<file path="src/rtl/fifo_wr_arbiter.sv">
// Packet-aware round-robin arbiter sharing the write port of the dual-clock FIFO.
// The grant is held until the owner's packet ends (or is force-terminated).
module fifo_wr_arbiter #(
    parameter int NUM_REQ       = 4,
    parameter int DATA_WIDTH    = 32,
    parameter int MAX_PKT_BEATS = 16,
    parameter int ID_W          = $clog2(NUM_REQ)
) (
    input  logic                          clk_a,
    input  logic                          rst_a_n,
    input  logic [NUM_REQ-1:0]            i_req_valid,
    input  logic [NUM_REQ-1:0]            i_req_last,
    input  logic [NUM_REQ*DATA_WIDTH-1:0] i_req_data,
    output logic [NUM_REQ-1:0]            o_req_ready,
    output logic [DATA_WIDTH-1:0]         o_wdata,
    output logic                          o_wvalid,
    output logic                          o_wlast,
    output logic [ID_W-1:0]               o_wid,
    input  logic                          i_wready,
    input  logic                          i_almost_full,
    output logic                          o_busy,
    output logic                          o_pkt_err
);

    localparam int                CNT_W    = $clog2(MAX_PKT_BEATS + 1);
    localparam logic [CNT_W-1:0]  CNT_LAST = CNT_W'(MAX_PKT_BEATS - 1);
    localparam logic [ID_W-1:0]   ID_TOP   = ID_W'(NUM_REQ - 1);
    localparam logic [ID_W:0]     ID_NUM   = (ID_W + 1)'(NUM_REQ);

    typedef enum logic {
        IDLE,
        LOCKED
    } state_t;

    state_t                  state;
    logic [ID_W-1:0]         gnt_id;
    logic [ID_W-1:0]         rr_ptr;
    logic [CNT_W-1:0]        beat_cnt;
    logic                    pkt_err_q;

    logic [DATA_WIDTH-1:0]   req_data [NUM_REQ];
    logic                    win_found;
    logic [ID_W-1:0]         win_id;
    logic [ID_W:0]           srch;
    logic                    locked;
    logic                    sel_valid;
    logic                    sel_last;
    logic                    force_end;
    logic                    accept;

    always_comb begin
        for (int k = 0; k < NUM_REQ; k++) begin
            req_data[k] = i_req_data[k*DATA_WIDTH +: DATA_WIDTH];
        end
    end

    // Round-robin search starting at rr_ptr, wrapping modulo NUM_REQ.
    // NOTE: every signal written here gets a default first so no latch is inferred.
    always_comb begin
        win_found = 1'b0;
        win_id    = '0;
        srch      = '0;
        for (int i = 0; i < NUM_REQ; i++) begin
            srch = {1'b0, rr_ptr} + (ID_W + 1)'(i);
            if (srch >= ID_NUM) begin
                srch = srch - ID_NUM;
            end
            if (!win_found && i_req_valid[srch[ID_W-1:0]]) begin
                win_found = 1'b1;
                win_id    = srch[ID_W-1:0];
            end
        end
    end

    assign locked    = (state == LOCKED);
    assign sel_valid = i_req_valid[gnt_id];
    assign sel_last  = i_req_last[gnt_id];
    assign force_end = (beat_cnt == CNT_LAST) && !sel_last;

    assign o_wvalid  = locked && sel_valid;
    assign o_wlast   = locked && (sel_last || force_end);
    assign o_wdata   = req_data[gnt_id];
    assign o_wid     = gnt_id;
    assign o_busy    = locked;
    assign o_pkt_err = pkt_err_q;
    assign accept    = o_wvalid && i_wready;

    always_comb begin
        o_req_ready = '0;
        if (locked && i_wready) begin
            o_req_ready[gnt_id] = 1'b1;
        end
    end

    // NOTE: sequential state uses non-blocking assignments only.
    always_ff @(posedge clk_a or negedge rst_a_n) begin
        if (!rst_a_n) begin
            state     <= IDLE;
            gnt_id    <= '0;
            rr_ptr    <= '0;
            beat_cnt  <= '0;
            pkt_err_q <= 1'b0;
        end else begin
            pkt_err_q <= locked && accept && force_end;
            case (state)
                IDLE: begin
                    if (!i_almost_full && win_found) begin
                        gnt_id   <= win_id;
                        rr_ptr   <= (win_id == ID_TOP) ? '0 : win_id + ID_W'(1);
                        beat_cnt <= '0;
                        state    <= LOCKED;
                    end
                end
                LOCKED: begin
                    if (accept) begin
                        if (beat_cnt != CNT_LAST) begin
                            beat_cnt <= beat_cnt + CNT_W'(1);
                        end
                        // A forced beat always carries o_wlast, so it ends the packet here too.
                        if (o_wlast) begin
                            state <= IDLE;
                        end
                    end
                end
                default: state <= IDLE;
            endcase
        end
    end

endmodule

</file>
<file path="config.mk">
export PLATFORM = sky130hd
export DESIGN_NAME = fifo_wr_arbiter
export DESIGN_NICKNAME = d
export VERILOG_FILES = /design/src/rtl/fifo_wr_arbiter.sv
export SDC_FILE = /design/constraint.sdc
export NUM_CORES = 1
export LEC_CHECK = 0
export CAP_MARGIN = 30
export CORE_UTILIZATION = 25
export DETAILED_ROUTE_END_ITERATION = 12
export PLACE_DENSITY = 0.77
export RECOVER_POWER = 25
export SLEW_MARGIN = 20
export SYNTH_ARGS = -nofsm -noshare
export SYNTH_HDL_FRONTEND = slang
export SYNTH_SLANG_ARGS = --single-unit
</file>
<file path="constraint.sdc">
create_clock -name clk_a -period 1.7 [get_ports clk_a]
set_input_delay 0.425 -clock clk_a [delete_from_list [all_inputs] [get_ports clk_a]]
set_output_delay 0.425 -clock clk_a [all_outputs]
set_load 0.01 [all_outputs]
</file>
Word level (Yosys, flattened, before mapping)
Index checks and enable logic that the tools add are counted.
- register bits after elaboration: 11
- logic and storage cells: 92
- output and inout port bits: 42
- input port bits: 140
- reductions and logical operators: 20
- order comparisons: 11
- $add $sub $neg: 9
- equal/unequal tests: 6
- bitwise gates (word level): 2
- muxes and demuxes: 39
- operators with widths (operator ; count):
    32-bit binary-select mux with 2-bit select ; 1
    32-bit 2-to-1 mux ; 2
    2-bit 2-to-1 mux ; 9
    2-bit by 3-bit < comparator with 1-bit output, second input constant ; 5
    5-bit 2-to-1 mux ; 3
    1-bit 2-to-1 mux ; 14
    1-bit binary-select mux with 2-bit select ; 6
    3-bit greater-or-equal comparator, second input constant ; 4
    1-bit logical AND ; 12
    5-bit one-hot mux with 2 select lines ; 1
    2-bit by 1-bit subtractor with 2-bit output, second input constant ; 4
    2-bit by 2-bit adder with 3-bit output, second input constant ; 2
    5-bit by 1-bit adder with 5-bit output, second input constant ; 1
    5-bit by 4-bit equality test with 1-bit output, second input constant ; 1
    1-bit logical NOT ; 5
    5-bit by 4-bit != test with 1-bit output, second input constant ; 1
    4-bit 2-to-1 mux ; 1
    2-bit by 1-bit != test with 1-bit output, second input constant ; 2
    2-bit by 1-bit adder with 3-bit output, second input constant ; 1
    2-bit by 3-bit greater-or-equal comparator with 1-bit output, second input constant ; 1
    2-bit NOT with 3-bit output ; 1
    3-bit AND reduction ; 1
    2-bit by 1-bit adder with 2-bit output, second input constant ; 1
    1-bit demux with 2-bit select ; 1
    7 further kinds ; 7

Logic depth before layout (Yosys ltp)
Gate-level depths: netlist of run 1.
- word-level depth: 17
- mapped depth: 7
- gate-level depth less buffers: 7

Worst setup path before layout of run 1
No wires, ideal clock.
- path type: register -> output
- from: register gnt_id[0], in the netlist o_wid[0]
- to: output port o_wdata[1]
- cell stages (with the launch flop): 4
- path slack: -0.174 ns
- data arrival time: 1.449 ns
- cell sequence: dfrtp_1 -> buf_4 -> buf_2 -> mux4_2
- word-level cells in the longest chain between the ends: 4
- ends and longest elaborated chain (item ; line ; RTL):
    from (decl) ; 36 ; logic [ID_W-1:0] gnt_id;
    from (signal assigned) ; 108 ; gnt_id <= win_id;
    2-bit NOT with 3-bit output (implied by the code) ; 82 ; assign o_wdata = req_data[gnt_id];
    32-bit binary-select mux with 2-bit select ; 82 ;
    32-bit 2-to-1 mux (implied by the code) (2 in a row) ; 82 ;
    to (decl) ; 15 ; output logic [DATA_WIDTH-1:0] o_wdata,
No other way between the ends. The select of a mux whose other input is x is not followed.

Worst setup path after layout of run 1
- from: register gnt_id[0], in the netlist o_wid[0]
- to: output port o_wlast
- word-level cells in the longest chain between the ends: 6
- ends and longest elaborated chain (item ; line ; RTL):
    1-bit binary-select mux with 2-bit select * ; 77 ; assign sel_last = i_req_last[gnt_id];
    1-bit 2-to-1 mux (implied by the code) * ; 77 ;
    1-bit logical NOT ; 78 ; assign force_end = (beat_cnt == CNT_LAST) && !sel_last;
    1-bit logical AND ; 78 ;
    1-bit logical OR * ; 81 ; assign o_wlast = locked && (sel_last || force_end);
    1-bit logical AND * ; 81 ;
    to (decl) ; 17 ; output logic o_wlast,
Mark *: on every way between the ends. The rest lies on a longest branch, timed or not. The select of a mux whose other input is x is not followed.

==> summary.md, run 1 <==
| Metric | Value |
|---|---|
| Status | complete, but fails checks |
| Violated checks | negative setup slack |
| Wirelength, routed | between 7 and 8 mm |
| Crit end category | output pin |
| Worst-Margin Slew | between 400 and 500 ps |
| Initial antenna violation count | 0 |
| Pleak | 0.00154 uW |
| Ys Warns | 0 |
| DR vias | 2012 |
| Core area | 6030 um2 |
| End point of the worst hold path | beat_cnt[4]$_DFFE_PN0P_ |
| Sequential power share | around 10% |
| Main synth FF type | dfrtp_1 |
| Cell Area, Synth | approximately 1600 um2 |
| CTS clk-pin slew, worst paths | approximately 50 ps |
| Drt wl/cell | 18.5 um |
| Design Power | 4830 uW |
| Hold Fails Final Rpt | 0 |
| Critical path data required time | 1270 ps |
| Clk buf depth | 2 |
| Design area | 3820 um2 |
| Worst hold slack | 486 ps |
| Sw Ratio | 37.4% |
| Worst Setup Path Type | flop to output pin |
| Tcrit/Tclk final | 120% |
| Post-route setup slack | -347 ps |
| Min Tclk post-route | around 2000 ps |
| Max-Cap Viols | 0 |
| Via density per instance | 5.02 |
| Initial Utilization | between 20% and 30% |
| Final setup fails | 43 |
| WP data arrival | 1620 ps |
| First-pass GRT wire length | 10.3 mm |
| Antenna Nets Post-Route | 0 |
| Buffers on Ports | around 180 |
| Total track usage | a little over a fifth |
| Final-report max-slew violation count | 0 |
| Crit start category | flop |
| RR Startpoint | o_wid[0]$_DFFE_PN0P_ |
| R2R depth | 6 |
| CTS tree | yes |
| Sw power | around 1800 uW |
| Synth Register Bits | 11 |
| Largest net degree at the start of global routing | 28 |
| Share of post-route cells with drive strength above 1 | between 30% and 40% |
| Clk_skew | between 1 and 1.5 ps |
| Gate power share | a little over four fifths |
| HP Class | flop to flop |
| Placed Area | 3570 um2 |
| Layout overhead on the synthesized area | 141% |
| Fillers | approximately 500 |
| DRC errors left | 0 |
| DR iter-0 viols | 25 |
| # rows | 28 |
| Layout Nets | 469 |
| Worst-Skew Late Latency | approximately 250 ps |
| Async SR Flop Fraction | 100% |
| First-pass iteration count of the detailed router | 4 |
| Die X-Extent | a little over 80 um |
| Vias in the first global route | ~2100 |
| Internal power | about 3000 uW |
| Critical R2R Capture | beat_cnt[0]$_DFFE_PN0P_ |
| Part of the Yosys area used for sequential elements | 17.4% |
| Reg2Reg Setup Slack | -80 ps |
| Slew HR | around two thirds |
| Max IR drop VDD | 0.749 mV |
| Distinct cells, synth | 40 |
| Clock tree sinks | 11 |
| Clock share of power | under 10% |
| Post-synthesis net count | between 200 and 300 |
| Die Span Y | a little over 80 um |
| RSZ-0062 raised after global routing | yes |
| Die area | around 6600 um2 |
| DP Wirelength | between 6 and 7 mm |
| CTS H-tree depth | 1 |
| Post-synth EDFFs | 0 |
| Hold path depth | 2 |
| Dominant cells by area after synthesis | mux4_2, dfrtp_1, buf_6, buf_4, nand2_1 |
| Yosys top cell by area | mux4_2 |
| Synthesized area per cell | 12.7 um2 |
| Grt ovf | 0 |
| Max FO, Critical Path | 8 |
| Pwr/cell area | roughly 1300 nW/um2 |
| Synth top area share | roughly 48% |
| Cells after Synth | 125 |
| Fmax | just under 0.5 GHz |
| Hold path start | beat_cnt[4]$_DFFE_PN0P_ |
| Root Driver | clkbuf_8 |
| Io pins | 182 |
| Clock buffer count from CTS | 3 |
| N_diodes | 0 |
| Final Wtd Congestion | between 0.8 and 0.9 |
## cell usage in the layout (no fill, tap or decap), types with 5 or more instances in the layout
master / instances
nand2_1: 5
dlygate4sd2_1: 12
buf_2: 8
buf_6: 31
mux4_2: 34
inv_1: 5
buf_4: 20
clkdlybuf4s50_1: 128
buf_12: 6
dfrtp_1: 8
## cell families after synthesis
group,after synthesis,synth area share (%)
adders and majority gates,2,1.58
buffers and inverters,18,7.52
and+or+nand+nor,35,12.6
AOI/OAI and AO/OA,19,8.94
DFF,11,17.4
muxes,36,49.8
xor gates and xnor gates,4,2.22
## how the worst max path moves through the flow
stage	from	endpoint	slack, ps	depth (start not counted)
2_1_floorplan	o_wid[0]$_DFFE_PN0P_	o_wlast	-50	4
6_report	o_wid[0]$_DFFE_PN0P_	o_wlast	-350	5
4_1_cts	o_wid[0]$_DFFE_PN0P_	o_wlast	-390	5
3_5_place_dp	i_req_last[3]	o_wlast	-730	5
3_3_place_gp	i_req_last[3]	o_wlast	-730	5
5_1_grt	o_wid[0]$_DFFE_PN0P_	o_wlast	-400	5
## Yosys cell counts (2+ instances only)
| library cell | count |
|---|---|
| mux4_2 | 34 |
| dfrtp_1 | 11 |
| nand2_1 | 8 |
| nor2_1 | 7 |
| inv_1 | 5 |
| a21oi_1 | 4 |
| buf_4 | 4 |
| o21ai_0 | 4 |
| buf_2 | 3 |
| buf_6 | 3 |
| nand3_1 | 3 |
| nor3_1 | 3 |
| and3_1 | 2 |
| clkbuf_1 | 2 |
| ha_1 | 2 |
| nand2b_1 | 2 |
| nor4_1 | 2 |
| o211ai_1 | 2 |
| xnor2_1 | 2 |
| xor2_1 | 2 |
## power groups by stage
stage / clock network (uW) / logic [uW] / registers (uW)
floorplan: 0 / 2020 / 428
global placement: 0 / 3530 / 531
detailed placement: 0 / 3560 / 535
CTS: 276 / 3730 / 485
global route: 289 / 4300 / 502
finish: 274 / 4070 / 483
## flip-flops by register name, indices dropped and copies added, names as in the netlist, named ones only
register   cells
o_wid          2
o_busy         1
o_pkt_err      1
beat_cnt       5
rr_ptr         1
## layout make-up
class | instances | area (um2) | area share [%]
clock buffer | 3 | 41.3 | 1.08
clock inverter | 1 | 5.00 | 0.131
tap | 75 | 93.8 | 2.46
inverter | 5 | 18.8 | 0.492
multi-input combinational | 96 | 1270 | 33.2
sequential | 11 | 279 | 7.31
timing repair buffer | 210 | 2110 | 55.3
## per-stage QoR
| stage | std cells | util (%) | TNS [ps] | setup slack (ps) |
|---|---|---|---|---|
| 2_1_floorplan | 125 | - | -1170 | -46.1 |
| 3_3_place_gp | 391 | 59.3 | -22460 | -728 |
| 3_5_place_dp | 391 | 59.3 | -23000 | -732 |
| 4_1_cts | 400 | 60.5 | -10190 | -391 |
| 5_1_grt | 401 | 63.4 | -11840 | -397 |
| 6_report | 401 | 63.4 | -9860 | -347 |
## per-layer routing
metal,vias to the layer above,global-route usage (%),wire length (um)
met3,25,4.89,786
met5,-,0,0
met4,0,10.9,323
met1,977,20.0,2310
met2,86,41.0,4000
li1,924,-,-
## critical path, cell delays in order (launching register included)
cell and delay (ps):
dfrtp_2 370, buf_12 150, mux4_2 540, nor2_2 120, nor2b_1 60, buf_2 130
## timing repair
item / CTS / global route
setup buffers: 6 / 2
cloned: 0 / 0
pin swaps: 5 / 9
endpoints found under the setup margin: 47 / 44
resized for setup: 205 / 36
hold buffers: 0 / 0
(Power assumes the default switching activity.)
==> inputs of run 2 (changes only) <==
--- a/config.mk
+++ b/config.mk
@@ -5,7 +5,7 @@
 export SDC_FILE = /design/constraint.sdc
 export NUM_CORES = 1
 export LEC_CHECK = 0
-export CAP_MARGIN = 30
+export CAP_MARGIN = 20
 export CORE_UTILIZATION = 25
 export DETAILED_ROUTE_END_ITERATION = 12
 export PLACE_DENSITY = 0.77
==> results of run 2 <==
The final DEF is identical to that of run 1; final timing and power are the same.
